### config.mk
export PLATFORM = sky130hd
export DESIGN_NAME = fetch_stage
export DESIGN_NICKNAME = d
export VERILOG_FILES = /design/src/rtl/fetch_stage.sv
export SDC_FILE = /design/constraint.sdc
export NUM_CORES = 1
export LEC_CHECK = 0
export ABC_CLOCK_PERIOD_IN_PS = 3200
export CAP_MARGIN = 20
export CORE_UTILIZATION = 46
export CTS_BUF_LIST = sky130_fd_sc_hd__clkbuf_8
export DETAILED_ROUTE_END_ITERATION = 10
export MAX_ROUTING_LAYER = met4
export PLACE_DENSITY_LB_ADDON = 0.2
export SYNTH_ARGS = -nofsm -noshare
export SYNTH_HDL_FRONTEND = slang
export SYNTH_SLANG_ARGS = --single-unit
### constraint.sdc
create_clock -name i_clk -period 3.2 [get_ports i_clk]
set_input_delay 0.96 -clock i_clk [delete_from_list [all_inputs] [get_ports i_clk]]
set_output_delay 0.96 -clock i_clk [all_outputs]
set_load 0.02 [all_outputs]
### src/rtl/fetch_stage.sv
// Instruction fetch stage: drives the PC onto the memory address bus and registers opcode/operand bytes.
// Optional two-byte (opcode + immediate) instruction support is enabled with `define FETCH_IMMEDIATE_EN.
module fetch_stage #(
    parameter logic [15:0] RESET_VECTOR = 16'h0000,
    parameter logic [7:0]  NOP_OPCODE   = 8'h00,
    parameter int          DELAY_RISE   = 0,
    parameter int          DELAY_FALL   = 0
) (
    input  logic        i_clk,
    input  logic        i_rst,
    input  logic [7:0]  i_mem_data,
    input  logic        i_stall,
    input  logic        i_branch_taken,
    input  logic [15:0] i_branch_target,
    output logic [15:0] o_mem_addr,
    output logic [7:0]  o_opcode_out,
    output logic [7:0]  o_operand_out,
    output logic        o_operand_valid
);

`ifdef FETCH_IMMEDIATE_EN
    typedef enum logic [0:0] {S_OPCODE = 1'b0, S_OPERAND = 1'b1} state_t;
`else
    typedef enum logic [0:0] {S_OPCODE = 1'b0} state_t;
`endif

    // Output delays belong to timing-annotated simulation models; the synthesizable core only validates them.
    if (DELAY_RISE < 0 || DELAY_FALL < 0) begin : g_bad_delay
        $error("fetch_stage: DELAY_RISE/DELAY_FALL must be non-negative");
    end

    state_t      r_state, w_state_next;
    logic [15:0] r_pc, w_pc_next;
    logic [7:0]  r_opcode, w_opcode_next;
    logic [7:0]  r_operand, w_operand_next;
    logic        r_operand_valid, w_operand_valid_next;

    // NOTE: every next-state signal gets a hold/default value first so no path leaves it unassigned (no latches).
    always_comb begin
        w_state_next         = r_state;
        w_pc_next            = r_pc;
        w_opcode_next        = r_opcode;
        w_operand_next       = r_operand;
        w_operand_valid_next = 1'b0;

        if (i_branch_taken) begin
            // Any half-fetched two-byte instruction is abandoned; the last operand stays visible.
            w_pc_next     = i_branch_target;
            w_opcode_next = NOP_OPCODE;
            w_state_next  = S_OPCODE;
        end else if (!i_stall) begin
            w_pc_next = r_pc + 16'd1;
            case (r_state)
                S_OPCODE: begin
                    w_opcode_next = i_mem_data;
`ifdef FETCH_IMMEDIATE_EN
                    if (i_mem_data[7]) begin
                        w_state_next = S_OPERAND;
                    end
`endif
                end
`ifdef FETCH_IMMEDIATE_EN
                S_OPERAND: begin
                    w_operand_next       = i_mem_data;
                    w_operand_valid_next = 1'b1;
                    w_opcode_next        = NOP_OPCODE;
                    w_state_next         = S_OPCODE;
                end
`endif
                default: begin
                    w_state_next = S_OPCODE;
                end
            endcase
        end
    end

    // NOTE: sequential state uses non-blocking assignments so every register samples pre-edge values.
    always_ff @(posedge i_clk) begin
        if (i_rst) begin
            r_state         <= S_OPCODE;
            r_pc            <= RESET_VECTOR;
            r_opcode        <= NOP_OPCODE;
            r_operand       <= 8'h00;
            r_operand_valid <= 1'b0;
        end else begin
            r_state         <= w_state_next;
            r_pc            <= w_pc_next;
            r_opcode        <= w_opcode_next;
            r_operand       <= w_operand_next;
            r_operand_valid <= w_operand_valid_next;
        end
    end

    assign o_mem_addr   = r_pc;
    assign o_opcode_out = r_opcode;

`ifdef FETCH_IMMEDIATE_EN
    assign o_operand_out   = r_operand;
    assign o_operand_valid = r_operand_valid;
`else
    // Without immediates the operand path is tied off; its registers only ever hold their reset values.
    assign o_operand_out   = 8'h00;
    assign o_operand_valid = 1'b0;

    logic w_unused_operand;
    assign w_unused_operand = ^{r_operand, r_operand_valid};
`endif

endmodule

# Word-level counts from Yosys, hierarchy flattened
# Index checks and enable logic that the tools add are counted.
word_totals:
  regBits: 24
  wordCells: 7
  inputBits: 28
  output_inout_bits: 33
classes:
  n_reduce_logical: 1
  add_sub_neg: 1
  n_mux: 2
  eq_ne: 1
ops:
  columns: ["op", "n"]
  rows:
  - ["$mux W16", 2]
  - ["$add A16 B1 Y16 const B", 1]
  - ["$ne A2 B1 Y1 const B", 1]
  - ["$reduce_or A2 Y1", 1]

# Longest topological paths before layout
logic_depth:
  depth_word: 3
  depth_mapped: 5
  mapped_depth_nobuf: 4

# Least setup slack after synthesis
# Ideal clock, no wire load.
synth_timing:
  path_type: "input -> register"
  startpoint: "input i_stall"
  endpoint: "register r_pc[8] (netlist: o_mem_addr[8])"
  slack_ns: 1.071
  n_path_buf: 1
  setup_time_ns: 0.091
  required_ns: 3.109
  cell_stages: 4
  arrival_time_ns: 2.038
  path_cell_list: "buf_2 -> nand2b_1 -> or4_1 -> a311oi_1"
synth_via:
  elab_chain_len: 1
synth_lines:
  columns: ["item", "line_no", "source"]
  rows:
  - ["start, declared", "12", "input logic i_stall,"]
  - ["$ne A2 B1 Y1 (no line)", null, null]
  - ["end signal, assigned", "87", "r_pc <= w_pc_next;"]
  - ["end, declared", "33", "logic [15:0] r_pc, w_pc_next;"]
# No other way between the ends.
# A chain may end at the register's enable or synchronous reset.

# Worst setup path in the final report
layout_timing:
  startpoint: "input i_stall"
  endpoint: "register r_pc[15] (netlist: o_mem_addr[15])"
# The elaborated chain is that of the path after synthesis.

==> flow_summary.json <==
{
  "status": "complete, no violations",
  "synth_area_leaders": "dfxtp_1 35%, nor2_1 6.3%, mux2i_1 5.8%",
  "grt.met1_usage_pct": 29.2,
  "synthCells": 158,
  "rsz0062_at_grt": "no",
  "layout.cells.most_common": "clkdlybuf4s50_1",
  "place_area_um2": 1850,
  "slowest_delay_ns": 0.55,
  "r2r_cells": 3,
  "p_per_area_nw_per_um2": 404,
  "ctsHoldBuffers": 0,
  "numPortBuffers": 51,
  "synthArstFlopShare_pct": 0,
  "root_buffer": "clkbuf_8",
  "syn-cell-area_um2": 1370,
  "drc_errors": 0,
  "first_global_vias": 1304,
  "clock_skew_ns": 0.00595,
  "antenna_found_initial": 0,
  "dp_hpwl_um": 2600,
  "drive_above_1_share_pct": 6.37,
  "reg2reg_slack_ns": 1.30,
  "maxSlewViolCount": 0,
  "cts_buffer_depth": 2,
  "postRouteAntennaNets": 0,
  "place.gp.congestion": 0.765,
  "power_frac_comb_pct": 21.2,
  "synth_seq_cells": 24,
  "area_growth_syn_to_layout_pct": 40.3,
  "p_sw_mw": 0.207,
  "grt_pass1_wl_um": 5840,
  "synth_top_area_share_pct": 35.0,
  "yosysTopAreaCell": "dfxtp_1",
  "peakVddDrop_uv": 291,
  "nets": 234,
  "worst_pin_slew_ns": 0.641,
  "synth_cell_type_count": 45,
  "clock_latency_ns": 0.27,
  "grt_use_total_pct": 23.7,
  "num_vias": 1362,
  "vias_per_cell": 5.80,
  "critPathLaunchType": "input pin",
  "cts_made_buffers": 3,
  "final_cell_mix": "51 x clkdlybuf4s50_1, 24 x dfxtp_1, 23 x nor2_1",
  "utilization_pct": 69.2,
  "synth_flop_cell": "dfxtp_1",
  "drtPass1Iterations": 4,
  "period_share_pct": 77.0,
  "worstHoldEndpoint": "o_opcode_out[2]",
  "postCtsSetupBuffers": 0,
  "critical_path_required_ns": 3.34,
  "die_h_um": 56.6,
  "path_max_fanout": 9,
  "worstHoldPathCells": 2,
  "grt_busiest_layer": "met2",
  "grt_max_degree": 23,
  "seq_area_frac_synth_pct": 35.0,
  "post_cts.resized_instances": 0,
  "path_clk_slew_ns": 0.09,
  "drt-initial-drc-count": 47,
  "hold_viol_final": 0,
  "fin_setup_tns_ns": 0,
  "fin_crit_ns": 2.46,
  "yosys_warnings": 0,
  "fmax_ghz": 0.406,
  "gr-total-overflow": 0,
  "wl_per_cell_um": 15.3,
  "finalSetupViolCount": 0,
  "core-area_um2": 2780,
  "synth.avg_cell_area_um2": 8.68,
  "start_util_pct": 49.3,
  "reg2reg_from": "o_mem_addr[2]",
  "cpMaxStageDelayCell": "clkdlybuf4s50_1",
  "use_met2_pct": 39.3,
  "max_slew_margin_pct": 57.2,
  "cp_cell_sequence": "clkdlybuf4s50_1, nand4b_4, o41a_1, a2111oi_1",
  "synth-edff-count": 0,
  "critical_path_class": "input pin to flip-flop",
  "cts_tree": "done",
  "cap_violations": 0,
  "rows": 19,
  "design_area_um2": 1920,
  "cts_sinks": 24,
  "pwr-share-seq_pct": 43.9,
  "antenna_cells": 0,
  "power_leakage_nw": 0.712,
  "hold_class": "flip-flop to flip-flop",
  "clock_power_share_pct": 34.8,
  "p_sw_share_pct": 26.7,
  "io_pins": 61,
  "die_area_um2": 3200,
  "r2r_end": "o_mem_addr[14]",
  "arrival_ns": 2.61,
  "p_int_mw": 0.570,
  "min_from": "o_opcode_out[2]",
  "die_w_um": 56.6,
  "postRouteWirelength_um": 3600,
  "end_kind": "flip-flop",
  "htreeDepth": 1,
  "grtUsageMet3_pct": 3.69
}
==> metal layers <==
metal	part of all wire, %	wire, um
met5	0	0
met4	1.4	52
met3	6.3	227
met2	48	1730
met1	44	1590
==> flip-flops by register name (all words and copies together) (netlist names) <==
| register | flops |
|---|---|
| o_opcode_out | 8 |
| o_mem_addr | 16 |
==> logic make-up after synthesis <==
logic type	synth area share [%]
AOI/OAI and AO/OA	18.0
xor gates and xnor gates	2.56
adders and majority gates	0.912
buffers and inverters	9.85
DFF	35.0
muxes	6.66
other	0.273
and+or+nand+nor	26.7
==> worst max-delay path by stage <==
stage,start,to,slack (ns),depth (start not counted)
after global placement,i_stall,o_mem_addr[8],0.58,4
after global routing,i_stall,o_mem_addr[9],0.67,4
after detailed placement,i_stall,o_mem_addr[15],0.48,4
after CTS,i_stall,o_mem_addr[15],0.76,4
after floorplan,i_stall,o_mem_addr[8],1.07,4
final,i_stall,o_mem_addr[15],0.74,4
==> stage by stage <==
stage	hold WS, ns	worst slack, ns	total power, mW	std cells
floorplan	0.590	1.07	0.437	166
global placement	0.479	0.585	0.507	231
detailed placement	0.487	0.484	0.512	231
CTS	0.506	0.756	0.779	235
global route	0.546	0.671	0.807	235
finish	0.499	0.736	0.777	235
==> cells in the mapped netlist, types with 2 or more instances <==
cell / instances
a2111oi_1: 3
a211oi_1: 3
a21oi_1: 3
a311oi_1: 4
a31oi_1: 3
and2_1: 2
buf_2: 3
buf_4: 9
clkbuf_1: 7
dfxtp_1: 24
inv_1: 4
mux2i_1: 8
nand2_1: 7
nand2b_1: 3
nand3_1: 3
nand4_1: 3
nor2_1: 23
nor2b_1: 5
nor4_1: 4
o221ai_1: 2
o31ai_1: 3
o41a_1: 4
or4_1: 4
xnor2_1: 2
xor2_1: 2
==> worst max-delay path, delay by kind of cell <==
family / cells / cell delay (ns)
AO/OA/AOI/OAI: 2 / 0.79
buffers and inverters: 1 / 0.55
AND/OR/NAND/NOR: 1 / 0.30
==> layout make-up <==
type,count,area [um^2]
Inverter,4,15.0
Multi-Input combinational cell,118,786
Clock buffer,3,41.3
Tap cell,31,38.8
Fill cell,228,857
Timing Repair Buffer,54,533
Clock inverter,1,30.0
Sequential cell,24,480
==> power groups by stage <==
stage,clock [mW],sequential [mW],combinational [mW]
floorplan,0,0.363,0.0747
global placement,0,0.346,0.160
detailed placement,0,0.348,0.164
CTS,0.272,0.341,0.165
global route,0.286,0.344,0.177
finish,0.271,0.341,0.165
Power figures use the tool's default switching activity.
